### src/rtl/masked_xor_seq_if.sv
// Operand/randomness/result handshake bundle for the masked XOR sequencer.
interface masked_xor_seq_if #(
  parameter int WIDTH   = 1,
  parameter int STALL_W = 16
);
  logic               in_valid;
  logic               in_ready;
  logic [WIDTH-1:0]   a0;
  logic [WIDTH-1:0]   a1;
  logic [WIDTH-1:0]   b0;
  logic [WIDTH-1:0]   b1;
  logic               rnd_valid;
  logic               rnd_ready;
  logic [3*WIDTH-1:0] rnd;
  logic               out_valid;
  logic               out_ready;
  logic [WIDTH-1:0]   xor0;
  logic [WIDTH-1:0]   xor1;
  logic               busy;
  logic [STALL_W-1:0] stall_cnt;

  modport master (
    output in_valid, a0, a1, b0, b1, rnd_valid, rnd, out_ready,
    input  in_ready, rnd_ready, out_valid, xor0, xor1, busy, stall_cnt
  );

  modport slave (
    input  in_valid, a0, a1, b0, b1, rnd_valid, rnd, out_ready,
    output in_ready, rnd_ready, out_valid, xor0, xor1, busy, stall_cnt
  );
endinterface

### src/rtl/masked_xor_seq.sv
// 2-share masked XOR (A&~B ^ ~A&B ^ T) with both product layers registered; result 3 cycles after accept.
// Operands and randomness are taken together only; OUT holds until out_ready, then all share state is zeroed.
module masked_xor_seq #(
  parameter int WIDTH   = 1,
  parameter int STALL_W = 16
) (
  input  logic           clk,
  input  logic           rst,
  masked_xor_seq_if.slave bus
);
  typedef enum logic [1:0] {IDLE, LD, S1, OUT} state_t;

  state_t             state;
  logic [WIDTH-1:0]   a0_q, a1_q, b0_q, b1_q;
  logic [3*WIDTH-1:0] rnd_q;
  logic [WIDTH-1:0]   ab0, ab1, an0, an1;
  logic [WIDTH-1:0]   xor0_q, xor1_q;
  logic               out_valid_q;
  logic [STALL_W-1:0] stall_q;

  logic [WIDTH-1:0]   r0, r1, r2;
  logic [WIDTH-1:0]   l1_ab0, l1_ab1, l1_an0, l1_an1;
  logic [WIDTH-1:0]   t0, t1;
  logic               accept;

  assign r0 = rnd_q[WIDTH-1:0];
  assign r1 = rnd_q[2*WIDTH-1:WIDTH];
  assign r2 = rnd_q[3*WIDTH-1:2*WIDTH];

  // Layer 1 only sees input registers; layer 2 only sees layer-1 registers.
  assign l1_ab0 = (a0_q & ~b0_q) ^ (a0_q & b1_q) ^ r0;
  assign l1_ab1 = (a1_q & b1_q) ^ (a1_q & ~b0_q) ^ r0;
  assign l1_an0 = (~a0_q & b0_q) ^ (~a0_q & b1_q) ^ r1;
  assign l1_an1 = (a1_q & b1_q) ^ (a1_q & b0_q) ^ r1;

  assign t0 = (ab0 & an0) ^ (ab0 & an1) ^ r2;
  assign t1 = (ab1 & an1) ^ (ab1 & an0) ^ r2;

  assign accept        = (state == IDLE) && bus.in_valid && bus.rnd_valid;
  assign bus.in_ready  = (state == IDLE) && bus.rnd_valid;
  assign bus.rnd_ready = (state == IDLE) && bus.in_valid;
  assign bus.out_valid = out_valid_q;
  assign bus.xor0      = xor0_q;
  assign bus.xor1      = xor1_q;
  assign bus.busy      = (state != IDLE);
  assign bus.stall_cnt = stall_q;

  always_ff @(posedge clk or posedge rst) begin
    if (rst) begin
      state       <= IDLE;
      a0_q        <= '0;
      a1_q        <= '0;
      b0_q        <= '0;
      b1_q        <= '0;
      rnd_q       <= '0;
      ab0         <= '0;
      ab1         <= '0;
      an0         <= '0;
      an1         <= '0;
      xor0_q      <= '0;
      xor1_q      <= '0;
      out_valid_q <= 1'b0;
      stall_q     <= '0;
    end else begin
      case (state)
        IDLE: begin
          if (bus.in_valid && !bus.rnd_valid && (stall_q != '1))
            stall_q <= stall_q + 1'b1;
          if (accept) begin
            a0_q  <= bus.a0;
            a1_q  <= bus.a1;
            b0_q  <= bus.b0;
            b1_q  <= bus.b1;
            rnd_q <= bus.rnd;
            state <= LD;
          end
        end
        LD: begin
          ab0   <= l1_ab0;
          ab1   <= l1_ab1;
          an0   <= l1_an0;
          an1   <= l1_an1;
          state <= S1;
        end
        S1: begin
          xor0_q      <= ab0 ^ an0 ^ t0;
          xor1_q      <= ab1 ^ an1 ^ t1;
          out_valid_q <= 1'b1;
          state       <= OUT;
        end
        OUT: begin
          if (bus.out_ready) begin
            a0_q        <= '0;
            a1_q        <= '0;
            b0_q        <= '0;
            b1_q        <= '0;
            rnd_q       <= '0;
            ab0         <= '0;
            ab1         <= '0;
            an0         <= '0;
            an1         <= '0;
            xor0_q      <= '0;
            xor1_q      <= '0;
            out_valid_q <= 1'b0;
            state       <= IDLE;
          end
        end
        default: state <= IDLE;
      endcase
    end
  end
endmodule

### src/flat_wrapper.sv
// flat-port wrapper written by rule: the top's interface ports become plain ports
module masked_xor_seq_flat 
#(
  parameter int WIDTH   = 1,
  parameter int STALL_W = 16
)
  (clk, rst, bus_in_valid, bus_a0, bus_a1, bus_b0, bus_b1, bus_rnd_valid, bus_rnd, bus_out_ready, bus_in_ready, bus_rnd_ready, bus_out_valid, bus_xor0, bus_xor1, bus_busy, bus_stall_cnt);
  masked_xor_seq_if #(.WIDTH(WIDTH), .STALL_W(STALL_W)) bus_i ();
  input  logic clk;
  input  logic rst;
  input wire logic [$bits(bus_i.in_valid)-1:0] bus_in_valid;
  input wire logic [$bits(bus_i.a0)-1:0] bus_a0;
  input wire logic [$bits(bus_i.a1)-1:0] bus_a1;
  input wire logic [$bits(bus_i.b0)-1:0] bus_b0;
  input wire logic [$bits(bus_i.b1)-1:0] bus_b1;
  input wire logic [$bits(bus_i.rnd_valid)-1:0] bus_rnd_valid;
  input wire logic [$bits(bus_i.rnd)-1:0] bus_rnd;
  input wire logic [$bits(bus_i.out_ready)-1:0] bus_out_ready;
  output wire logic [$bits(bus_i.in_ready)-1:0] bus_in_ready;
  output wire logic [$bits(bus_i.rnd_ready)-1:0] bus_rnd_ready;
  output wire logic [$bits(bus_i.out_valid)-1:0] bus_out_valid;
  output wire logic [$bits(bus_i.xor0)-1:0] bus_xor0;
  output wire logic [$bits(bus_i.xor1)-1:0] bus_xor1;
  output wire logic [$bits(bus_i.busy)-1:0] bus_busy;
  output wire logic [$bits(bus_i.stall_cnt)-1:0] bus_stall_cnt;
  assign bus_i.in_valid = bus_in_valid;
  assign bus_i.a0 = bus_a0;
  assign bus_i.a1 = bus_a1;
  assign bus_i.b0 = bus_b0;
  assign bus_i.b1 = bus_b1;
  assign bus_i.rnd_valid = bus_rnd_valid;
  assign bus_i.rnd = bus_rnd;
  assign bus_i.out_ready = bus_out_ready;
  assign bus_in_ready = bus_i.in_ready;
  assign bus_rnd_ready = bus_i.rnd_ready;
  assign bus_out_valid = bus_i.out_valid;
  assign bus_xor0 = bus_i.xor0;
  assign bus_xor1 = bus_i.xor1;
  assign bus_busy = bus_i.busy;
  assign bus_stall_cnt = bus_i.stall_cnt;
  masked_xor_seq #(.WIDTH(WIDTH), .STALL_W(STALL_W)) u_core (.clk(clk), .rst(rst), .bus(bus_i));
endmodule
### config.mk
export PLATFORM = sky130hd
export DESIGN_NAME = masked_xor_seq_flat
export DESIGN_NICKNAME = d
export VERILOG_FILES = /design/src/rtl/masked_xor_seq_if.sv /design/src/rtl/masked_xor_seq.sv /design/src/flat_wrapper.sv
export SDC_FILE = /design/constraint.sdc
export NUM_CORES = 1
export LEC_CHECK = 0
export BUFFER_PORTS_ARGS = -buffer_cell sky130_fd_sc_hd__buf_4
export CAP_MARGIN = 20
export CORE_ASPECT_RATIO = 0.7
export CORE_UTILIZATION = 45
export CTS_BUF_LIST = sky130_fd_sc_hd__clkbuf_16
export DETAILED_ROUTE_END_ITERATION = 8
export GPL_ROUTABILITY_DRIVEN = 0
export PLACE_DENSITY_LB_ADDON = 0.15
export SLEW_MARGIN = 25
export SYNTH_ARGS = -nofsm -noshare
export SYNTH_HDL_FRONTEND = slang
export SYNTH_SLANG_ARGS = --single-unit
### constraint.sdc
create_clock -name clk -period 1.8 [get_ports clk]
set_clock_uncertainty 0.15 [all_clocks]
set_input_delay 0.09 -clock clk [delete_from_list [all_inputs] [get_ports clk]]
set_output_delay 0.09 -clock clk [all_outputs]
set_load 0.03 [all_outputs]
==> After elaboration in Yosys (flattened, before gate mapping) <==
Index checks and enable logic that the tools add are counted.
{ "totals": {"inputBits": 12, "output_inout_bits": 22, "register_bits": 32} }
{ "classes": {"mux": 22, "addsub": 1, "reduce_logical": 16, "bitwise": 29, "eq_ne": 6} }
{ "op_table": {"columns": ["cell", "count"], "rows": [
  ["$pmux 1 s2", 11],
  ["$add 16x1->16 const B", 1],
  ["$ne 16x16->1 const B", 1],
  ["$xor 1x1->1", 16],
  ["$and 1x1->1", 11],
  ["$pmux 2 s4", 1],
  ["$reduce_and 2->1", 4],
  ["$reduce_bool 2->1", 4],
  ["$mux 3", 2],
  ["$pmux 3 s2", 1],
  ["$logic_and 1x1->1", 5],
  ["$mux 1", 5],
  ["$eq 2x2->1 const B", 2],
  ["$mux 2", 2],
  ["$reduce_and 3->1", 1],
  ["$eq 2x1->1 const B", 1],
  ["$logic_not 2->1", 1],
  ["$ne 2x1->1 const B", 1],
  ["$ne 2x2->1 const B", 1],
  ["$not 1->1", 2],
  ["$logic_not 1->1", 1]
]} }

==> Depth between registers and ports, before layout <==
{ "depth": {"ltp_word": 5, "depth_mapped": 7, "ltp_nobuf": 6} }

==> Least setup slack after synthesis <==
Ideal clock, no wire load.
{ "synth_timing": {"kind": "reg-to-reg", "from": "register u_core.state[0]", "to": "register u_core.a0_q", "setup_slack_ps": -77, "stages_incl_launch_ff": 7, "arrival_ps": 1602, "n_path_buf": 1, "period_less_slack_ps": 1877, "setup_ps": 125, "t_required_ps": 1525, "path_cell_list": "dfrtp_1 -> ha_1 -> nor2b_1 -> a21oi_1 -> o21a_1 -> buf_2 -> mux2_2"} }
{ "synth_via": {"elab_chain_cells": 5, "word_cells_on_any_way": 9} }
{ "synth_rtl": {"columns": ["item", "line", "rtl"], "rows": [
  ["start, declared", "masked_xor_seq.sv:13", "state_t state;"],
  ["start signal, assigned", "masked_xor_seq.sv:50", "state <= IDLE;"],
  ["start signal, assigned", "masked_xor_seq.sv:75", "state <= LD;"],
  ["start signal, assigned", "masked_xor_seq.sv:83", "state <= S1;"],
  ["$logic_not 2->1", "masked_xor_seq.sv:39, masked_xor_seq.sv:65", null],
  ["$logic_and 1x1->1 (2 in a row)", "masked_xor_seq.sv:39", "assign accept = (state == IDLE) && bus.in_valid && bus.rnd_valid;"],
  ["$ne 2x1->1 (no line)", null, null],
  ["$reduce_and 3->1 (no line)", null, null],
  ["end signal, assigned", "masked_xor_seq.sv:70", "a0_q <= bus.a0;"],
  ["end, declared", "masked_xor_seq.sv:14", "logic [WIDTH-1:0] a0_q, a1_q, b0_q, b1_q;"]
]} }
Parallel ways exist; a longest one is shown, timed or not.
A chain may end at the register's enable or synchronous reset.

==> Worst setup path in the final report <==
{ "layout_timing": {"from": "register u_core.stall_q[0] (netlist: u_core.bus.stall_cnt[0])", "to": "register u_core.stall_q[8] (netlist: u_core.bus.stall_cnt[8])"} }
{ "layout_via": {"elab_chain_cells": 3, "word_cells_on_any_way": 4} }
{ "layout_rtl": {"columns": ["item", "line", "rtl"], "rows": [
  ["start, declared", "masked_xor_seq.sv:19", "logic [STALL_W-1:0] stall_q;"],
  ["start signal, assigned", "masked_xor_seq.sv:68", "stall_q <= stall_q + 1'b1;"],
  ["branches (longest 3 deep; another with $add 16x1->16)", null, null]
]} }
Parallel ways; which one is timed is not known.

==> metrics <==
fillcell total=around 290; top-area cell type share of the netlist area=around 46%; startpoint types=flip-flop; Via-to-Cell Ratio=between 5 and 6; Adder-Cell Fraction of Synth Area=approximately 5.8%; placed cell count=between 200 and 300; yosys warns=0; max_slew headroom=around 73%; main combinational cell family by area after synthesis=simple AND/OR/NAND/NOR gates; Final WS setup=-0.0271 ns; hold slack=roughly 0.020 ns; Synth Flop Type=dfrtp_1; max reg flops=16; pin count of the biggest net entering global routing=33; CP cell instances=ha_4 > nand4_1 > nor4_4 > buf_4 > nor4_1 > xor2_1; CP arrival=approximately 1.8 ns; Synth Instances=159; first-pass GRT wire length=about 6200 um; Crit Path Class=flip-flop to flip-flop; clk_lat worst skew=0.28 ns; Syn Nets=179; Slew @ Worst Pin=around 0.4 ns; die width=76.0 um; Final Cycle Share=102%; worst-case clock buffer depth=2; # diodes=0; drt drc=0; P&R area growth vs syn=42.5%; status=complete, but fails checks; synth top area cells=dfrtp_1 (46%), xnor2_1 (6.6%), xor2_1 (6.6%), ha_1 (5.8%), mux2_2 (5.2%); Hold Vio Cnt, Final=0; Die Y=between 50 and 60 um; number of synthesized register bits=32; register area share after synthesis=a little under half; minimum clock period=1.83 ns; # clock sinks=32; initial core utilization=between 40% and 50%; Reg clk slew, reported paths=0.05 ns; TritonRoute pass-1 iters=4; IO Port Bufs=33; placement row count=18; xor-xnor portion of the synthesized cell area=approximately an eighth; Tot GR Track Use=about a fifth; max cap viols=0; H-tree depth=2; final total power=between 3 and 4 mW; total core area=roughly 3600 sq um; initial antenna violation count=0; CTS tree=done; Setup TNS=-0.138 ns; final setup violation count=9; HP Class=input port to flip-flop; IO Pins=34; number of buffers created by CTS=5; First DRT Iteration DRCs=56; fmax=between 500 and 600 MHz; Final ANT Viol Nets=0; CP endpoint kind=flip-flop; worst stage delay on the critical path=about 0.41 ns; Post-Syn Area=1720 sq um; via count=about 1,400; Worst Path Max Fanout=7; Post-synth EDFFs=0; detailed placement HPWL=2800 um; Routed WL per cell=13.6 um; mux cell area share after synthesis=under 10%; synthesized area per cell=around 11 sq um; Critical-path top delay cell=nor4_4; Die ar.=between 4000 and 5000 sq um; Post-Synth Simple-Gate Area=a little over a fifth; RSZ-0062 raised after global routing=yes; Peak VDD IR=around 1.0 mV; final max-slew violation count=0; synth unique cells=35; failing checks=negative setup slack; post-route non-filler standard cell count=roughly 280; root buffer cell=clkbuf_16; vias in the first global route=about 1,400; grt ovf=0; required time worst endpoint=between 1.5 and 2 ns; compound-cell area share of the yosys netlist=5.37%; area leader, netlist=dfrtp_1; PwrDens=approximately 1600 nW/um^2; Synth async-reset ratio=100%; layout cells sized above 1=between 40% and 50%; Pleak=approximately 1.2 nW; NumNets Final=between 200 and 250; pre-CTS setup slack=-0.0677 ns; final WL=around 3700 um
## cells in the final DEF (no fill, tap or decap), types with 6 or more instances in the layout
master,Yosys,final
buf_4,0,60
dfrtp_1,32,30
nand2_1,13,13
xor2_1,13,13
xnor2_1,13,13
nor2b_1,11,11
mux2_2,8,8
o21ai_0,7,7
nand3_1,6,6
## Yosys cell counts (all sizes together) (4+ instances only)
cell and number:
dfrtp 32, nand2 13, xnor2 13, xor2 13, nor2b 11, ha 8, mux2 8, o21ai 7
nand3 6, inv 4, nand4 4, nor2 4, nor3 4, nor4 4
## critical path: cells and delay by family (launching register included)
| kind | cells | cell delay (ns) |
|---|---|---|
| buffers and inverters | 1 | 0.22 |
| adders and majority gates | 1 | 0.14 |
| xor gates and xnor gates | 1 | 0.15 |
| and+or+nand+nor | 3 | 0.64 |
| DFF | 1 | 0.38 |
## area by class of cell
cell class	count	area (sq um)	area share (%)
timing repair buffer	63	480	19.6
tap	50	62.6	2.55
clock buffer	5	125	5.09
sequential	32	803	32.7
clock inverter	3	38.8	1.58
multi-input combinational	119	932	37.9
inverter	4	15.0	0.611
## metal layers
metal	routed length (um)	GRT usage [%]	up-vias
met3	158	5.08	17
met5	0	0	-
met4	108	11.2	0
met1	1840	26.8	661
met2	1630	31.7	38
li1	-	-	680
## cell families after synthesis
group | count (synthesis)
adder cells (fa/ha/maj) | 8
flip-flops | 32
XOR/XNOR | 26
buffers and inverters | 8
multiplexers | 8
AND/OR/NAND/NOR | 62
AO/OA/AOI/OAI | 15
## power breakdown
group          switching, mW  internal [mW]  total [mW]
Clock                  0.304          0.644       0.949
Sequential             0.180          0.947        1.13
Combinational          0.902          0.931        1.83
Total                   1.39           2.52        3.91
## final timing paths
check                      slack, ns                             endpoint                                 from  depth (start not counted)
max in group asynchronous       0.88  u_core.bus.stall_cnt[0]$_DFFE_PP0P_                                  rst                          4
setup / recovery               -0.03  u_core.bus.stall_cnt[8]$_DFFE_PP0P_  u_core.bus.stall_cnt[0]$_DFFE_PP0P_                          6
min in group asynchronous       0.31              u_core.b1_q$_DFFE_PP0P_                                  rst                          4
setup reg to reg               -0.03  u_core.bus.stall_cnt[8]$_DFFE_PP0P_  u_core.bus.stall_cnt[0]$_DFFE_PP0P_                          6
hold reg to reg                 0.35          u_core.bus.xor0$_DFFE_PP0P_          u_core.bus.xor0$_DFFE_PP0P_                          1
hold / removal                  0.02          u_core.rnd_q[0]$_DFFE_PP0P_                           bus_rnd[0]                          3
## metrics by stage
step | instance area (sq um) | util [%]
after floorplan | 1730 | -
after global placement | 2180 | 60.5
after detailed placement | 2180 | 60.5
after CTS | 2400 | 66.5
after global routing | 2460 | 68.2
final | 2460 | 68.2
## what timing repair did
item / 4_1_cts / 5_1_grt
endpoints found under the hold margin: 34 / 0
buffers inserted: 1 / 4
resized for setup: 3 / 9
pin swaps: 2 / 7
hold buffers: 3 / 0
setup endpoints to repair: 16 / 27
(Power assumes the default switching activity.)
